## src/rtl/maj.sv

```systemverilog
`default_nettype none
// ============================================================================
//  Module      : maj
//  Description : Five-replica bitwise majority voter with registered
//                disagreement flags and saturating per-replica error counters.
//  Revision    : 1.0  initial release
// ============================================================================
module maj #(
    parameter int WIDTH = 1,
    parameter int CNT_W = 8
) (
    input  logic               clk,
    input  logic               rst,
    input  logic               en,
    input  logic               clr_cnt,
    input  logic [WIDTH-1:0]   a,
    input  logic [WIDTH-1:0]   b,
    input  logic [WIDTH-1:0]   c,
    input  logic [WIDTH-1:0]   d,
    input  logic [WIDTH-1:0]   e,
    output logic [WIDTH-1:0]   z,
    output logic [4:0]         mism,
    output logic               unan,
    output logic               fault,
    output logic [5*CNT_W-1:0] err_cnt
);

    localparam int               c_NREP    = 5;
    localparam logic [CNT_W-1:0] c_CNT_MAX = '1;

    logic [WIDTH-1:0]  w_rep [c_NREP];
    logic [WIDTH-1:0]  w_vote;
    logic [c_NREP-1:0] w_mism;
    logic [2:0]        w_mism_pop;
    logic              w_all_eq;
    logic              w_unan;
    logic              w_fault;

    logic [WIDTH-1:0]  r_z;
    logic [c_NREP-1:0] r_mism;
    logic              r_unan;
    logic              r_fault;

    assign w_rep[0] = a;
    assign w_rep[1] = b;
    assign w_rep[2] = c;
    assign w_rep[3] = d;
    assign w_rep[4] = e;

    // Per-bit vote: count the ones across replicas, majority is three of five.
    generate
        for (genvar k = 0; k < WIDTH; k++) begin : g_vote
            logic [2:0] w_ones;
            assign w_ones = {2'b00, a[k]} + {2'b00, b[k]} + {2'b00, c[k]}
                          + {2'b00, d[k]} + {2'b00, e[k]};
            assign w_vote[k] = (w_ones >= 3'd3);
        end

        for (genvar i = 0; i < c_NREP; i++) begin : g_mism
            assign w_mism[i] = |(w_rep[i] ^ w_vote);
        end
    endgenerate

    assign w_mism_pop = {2'b00, w_mism[0]} + {2'b00, w_mism[1]} + {2'b00, w_mism[2]}
                      + {2'b00, w_mism[3]} + {2'b00, w_mism[4]};
    assign w_all_eq   = (a == b) && (b == c) && (c == d) && (d == e);
    assign w_unan     = (w_mism == '0) && w_all_eq;
    assign w_fault    = (w_mism_pop >= 3'd3);

    always_ff @(posedge clk) begin
        if (rst) begin
            r_z     <= '0;
            r_mism  <= '0;
            r_unan  <= 1'b0;
            r_fault <= 1'b0;
        end else if (en) begin
            r_z     <= w_vote;
            r_mism  <= w_mism;
            r_unan  <= w_unan;
            r_fault <= w_fault;
        end
    end

    // Counters clear independently of en; increments stop at all-ones.
    generate
        for (genvar i = 0; i < c_NREP; i++) begin : g_cnt
            logic [CNT_W-1:0] r_cnt;
            always_ff @(posedge clk) begin
                if (rst) begin
                    r_cnt <= '0;
                end else if (clr_cnt) begin
                    r_cnt <= '0;
                end else if (en && w_mism[i] && (r_cnt != c_CNT_MAX)) begin
                    r_cnt <= r_cnt + 1'b1;
                end
            end
            assign err_cnt[i*CNT_W +: CNT_W] = r_cnt;
        end
    endgenerate

    assign z     = r_z;
    assign mism  = r_mism;
    assign unan  = r_unan;
    assign fault = r_fault;

endmodule
`default_nettype wire

```

## config.mk

```make
export PLATFORM = sky130hd
export DESIGN_NAME = maj
export DESIGN_NICKNAME = d
export VERILOG_FILES = /design/src/rtl/maj.sv
export SDC_FILE = /design/constraint.sdc
export NUM_CORES = 1
export LEC_CHECK = 0
export ABC_AREA = 1
export ABC_CLOCK_PERIOD_IN_PS = 5100
export CORE_ASPECT_RATIO = 0.75
export CORE_UTILIZATION = 49
export DETAILED_ROUTE_END_ITERATION = 7
export GPL_TIMING_DRIVEN = 0
export PLACE_DENSITY = 0.73
export SYNTH_ARGS = -nofsm -noshare
export SYNTH_HDL_FRONTEND = slang
export SYNTH_SLANG_ARGS = --single-unit
```

## constraint.sdc

```tcl
create_clock -name clk -period 5.1 [get_ports clk]
set_input_delay 1.02 -clock clk [delete_from_list [all_inputs] [get_ports clk]]
set_output_delay 1.02 -clock clk [all_outputs]
set_load 0.01 [all_outputs]
```

==> key figures <==
Timing
  • Final worst slack: 0.6592 ns
  • Final Max Slew Viols: 0
  • WHS: 0.4665 ns
  • Hold Violations, Final: 0
  • Setup TNS: 0 ns
  • Final Cycle Share: 87.07%
  • Tightest Pin Transition: 0.6351 ns
  • Unrepaired setup endpoints after global routing: no
  • Max Clock Freq: 0.2252 GHz
  • Setup violations, final: 0
  • Minimum clock period: 4.441 ns
  • Relative slew slack: 57.66%
  • Clock skew: 0.007115 ns

Setup path
  • Crit path DAT: 4.68 ns
  • Top cell by count, worst path: inv_1
  • Crit end category: register
  • Worst stage delay on the critical path: 0.56 ns
  • Critical-path cell list: clkdlybuf4s50_1, inv_1, fa_1, fa_1, inv_1, ha_1, nand2_2, buf_6, nand3_1, nand2_2, ha_1, inv_1, fa_1, inv_1, ha_1, or3b_2, a21oi_1
  • CP bufs+invs: 6
  • Required time of the critical path: 5.34 ns
  • Crit-path leading delay family: adder cells
  • Critical path startpoint category: primary input
  • Reg2Reg Setup Slack: 3.59 ns
  • CP max-delay cell: clkdlybuf4s50_1
  • Critical path type: in2reg
  • Crit-path max FO: 10

Die
  • Rows: 24
  • Die area: 6648 µm²
  • Initial core utilization: 52.10%
  • Chip height: 70.86 µm
  • Die W: 93.82 µm
  • Core Area: 5946 µm²
  • Boundary pin count: 57

Logic synthesis
  • Yosys reg bits: 48
  • Post-Syn Area: 3098 µm²
  • Synth Flop Type: dfxtp_1
  • Yosys top cell by area: dfxtp_1
  • EDFF count, synth: 0
  • Most common cell in the netlist: nand2_1
  • Async set-reset flop share out of synthesis: 0%
  • Syn_area_per_cell: 6.706 µm²
  • Largest cells by area after synthesis: dfxtp_1 31%, nand2_1 14%, inv_1 7.9%
  • Synth Net Count: 484
  • Ys Warns: 0
  • Mapped Cells: 462
  • Sequential share of the synthesized area: 31.02%
  • Post-synth top area share: 31.02%
  • Synth cell types: 27
  • Most frequent cells after synthesis: 119 x nand2_1, 65 x inv_1, 49 x nor2_1, 48 x dfxtp_1, 34 x nand4_1

Power and ir drop
  • Leak: 1.681 nW
  • Power per Cell Area: 230.4 nW/µm²
  • VDD IR max: 0.0001338 V
  • Tot Pwr: 0.8859 mW

Run status
  • Status: finished clean

Clocking
  • Post-CTS Setup Inserts: 0
  • CTS tree: done
  • CTS buffer count: 5
  • Resized cells post-CTS: 0
  • Clk_lat worst skew: 0.31 ns
  • # hold bufs at CTS: 0
  • CTS H-tree lvls: 2
  • CTS Root Cell: clkbuf_8
  • CTS clk-pin slew, worst paths: 0.09 ns
  • Clock sink total: 48
  • Clock Tree Buf Depth: 2

Detailed routing
  • Vias: 3178
  • Drc violations: 0
  • Drt total wl: 7.683 mm
  • Initial drt markers: 151
  • Routed length per instance: 12.78 µm
  • Post-route ant nets: 0
  • DR pass1 iterations: 4
  • Vias per std cell: 5.288

Global routing
  • Grt ovf: 0
  • Largest net degree at the start of global routing: 14
  • Global-route wire length before repair: 12.87 mm
  • Initial antenna violation count: 0
  • Number of global-route vias before repair: 2759
  • All-Layer GR Usage: 24.64%

Cells and area
  • Fin area: 3845 µm²
  • Final nets: 546
  • Final Non-Filler Cells: 601
  • Fin util: 64.67%
  • Area Overhead vs Synth: 24.11%
  • Share of cells above drive strength 1: 8.795%
  • # diodes: 0

Place
  • IO Port Bufs: 55
  • DP Worst Slack: 0.3501 ns
  • Dpl cells: 595
  • Gpl congestion: 0.8177
  • Post-DP Area: 3746 µm²
  • DP Wirelength: 5.640 mm

Hold path
  • HP Class: reg2reg

Job
  • Max-cap violations: 0
[final timing paths]
check,from,to,depth (start not counted)
min,mism[1],mism[1],2
max reg2reg,g_cnt[4].r_cnt[0],g_cnt[4].r_cnt[5],8
max,a,fault,17
min reg2reg,mism[1],mism[1],2
[layout make-up]
| class | instances | area, µm² |
|---|---|---|
| timing repair buffer | 55 | 550.5 |
| clock buffer | 5 | 68.82 |
| tap | 78 | 97.59 |
| clock inverter | 1 | 30.03 |
| inverter | 66 | 247.7 |
| buffer | 15 | 111.4 |
| fill | 562 | 2101 |
| multi-input combinational | 333 | 1778 |
| sequential | 48 | 960.9 |
[worst register-to-register path, cell delays in order, from the launching register on]
cell	delay (ns)
dfxtp_1	0.37
ha_1	0.28
nand3_1	0.12
inv_1	0.05
nand2_1	0.15
inv_1	0.10
nor2_4	0.17
nand2_1	0.07
a21oi_1	0.14
[placed cells by master (no fill, tap or decap), types with 2 or more instances in the layout]
cell / count
a21oi_1: 32
buf_2: 5
buf_6: 6
clkbuf_1: 2
clkbuf_8: 5
clkdlybuf4s50_1: 55
dfxtp_1: 48
fa_1: 3
ha_1: 10
inv_1: 65
nand2_1: 119
nand2_2: 11
nand3_1: 26
nand3_2: 7
nand3_4: 2
nand4_1: 34
nor2_1: 49
nor2_4: 6
o21ai_0: 17
o21ai_1: 2
xor2_1: 10
[state kept, by name, summed over array words and instances (netlist names)]
name         count
g_cnt.r_cnt     40
mism             5
unan             1
z                1
fault            1
[per-layer routing]
layer	vias to the layer above	GRT usage [%]	routed length [µm]
met5	-	0	0
met4	0	6.838	93
met3	11	3.333	506
met2	117	37.71	3363
met1	1443	36.22	3720
li1	1607	-	-
[power by group]
group / internal, mW / switching, mW / leakage (nW)
registers: 0.386 / 0.0114 / 0.389
logic: 0.0851 / 0.134 / 1.24
clock network: 0.141 / 0.128 / 0.0501
[kinds of logic (layout without fill, tap and decap cells)]
family	after synthesis	in the layout	share of synthesized area (%)
and+or+nand+nor	256	256	39.66
buffers and inverters	81	142	11.59
AOI/OAI and AO/OA	54	54	8.926
DFF	48	48	31.02
adders and majority gates	13	13	5.977
xor gates and xnor gates	10	10	2.827
No activity file was read; power rests on OpenSTA's default activity.
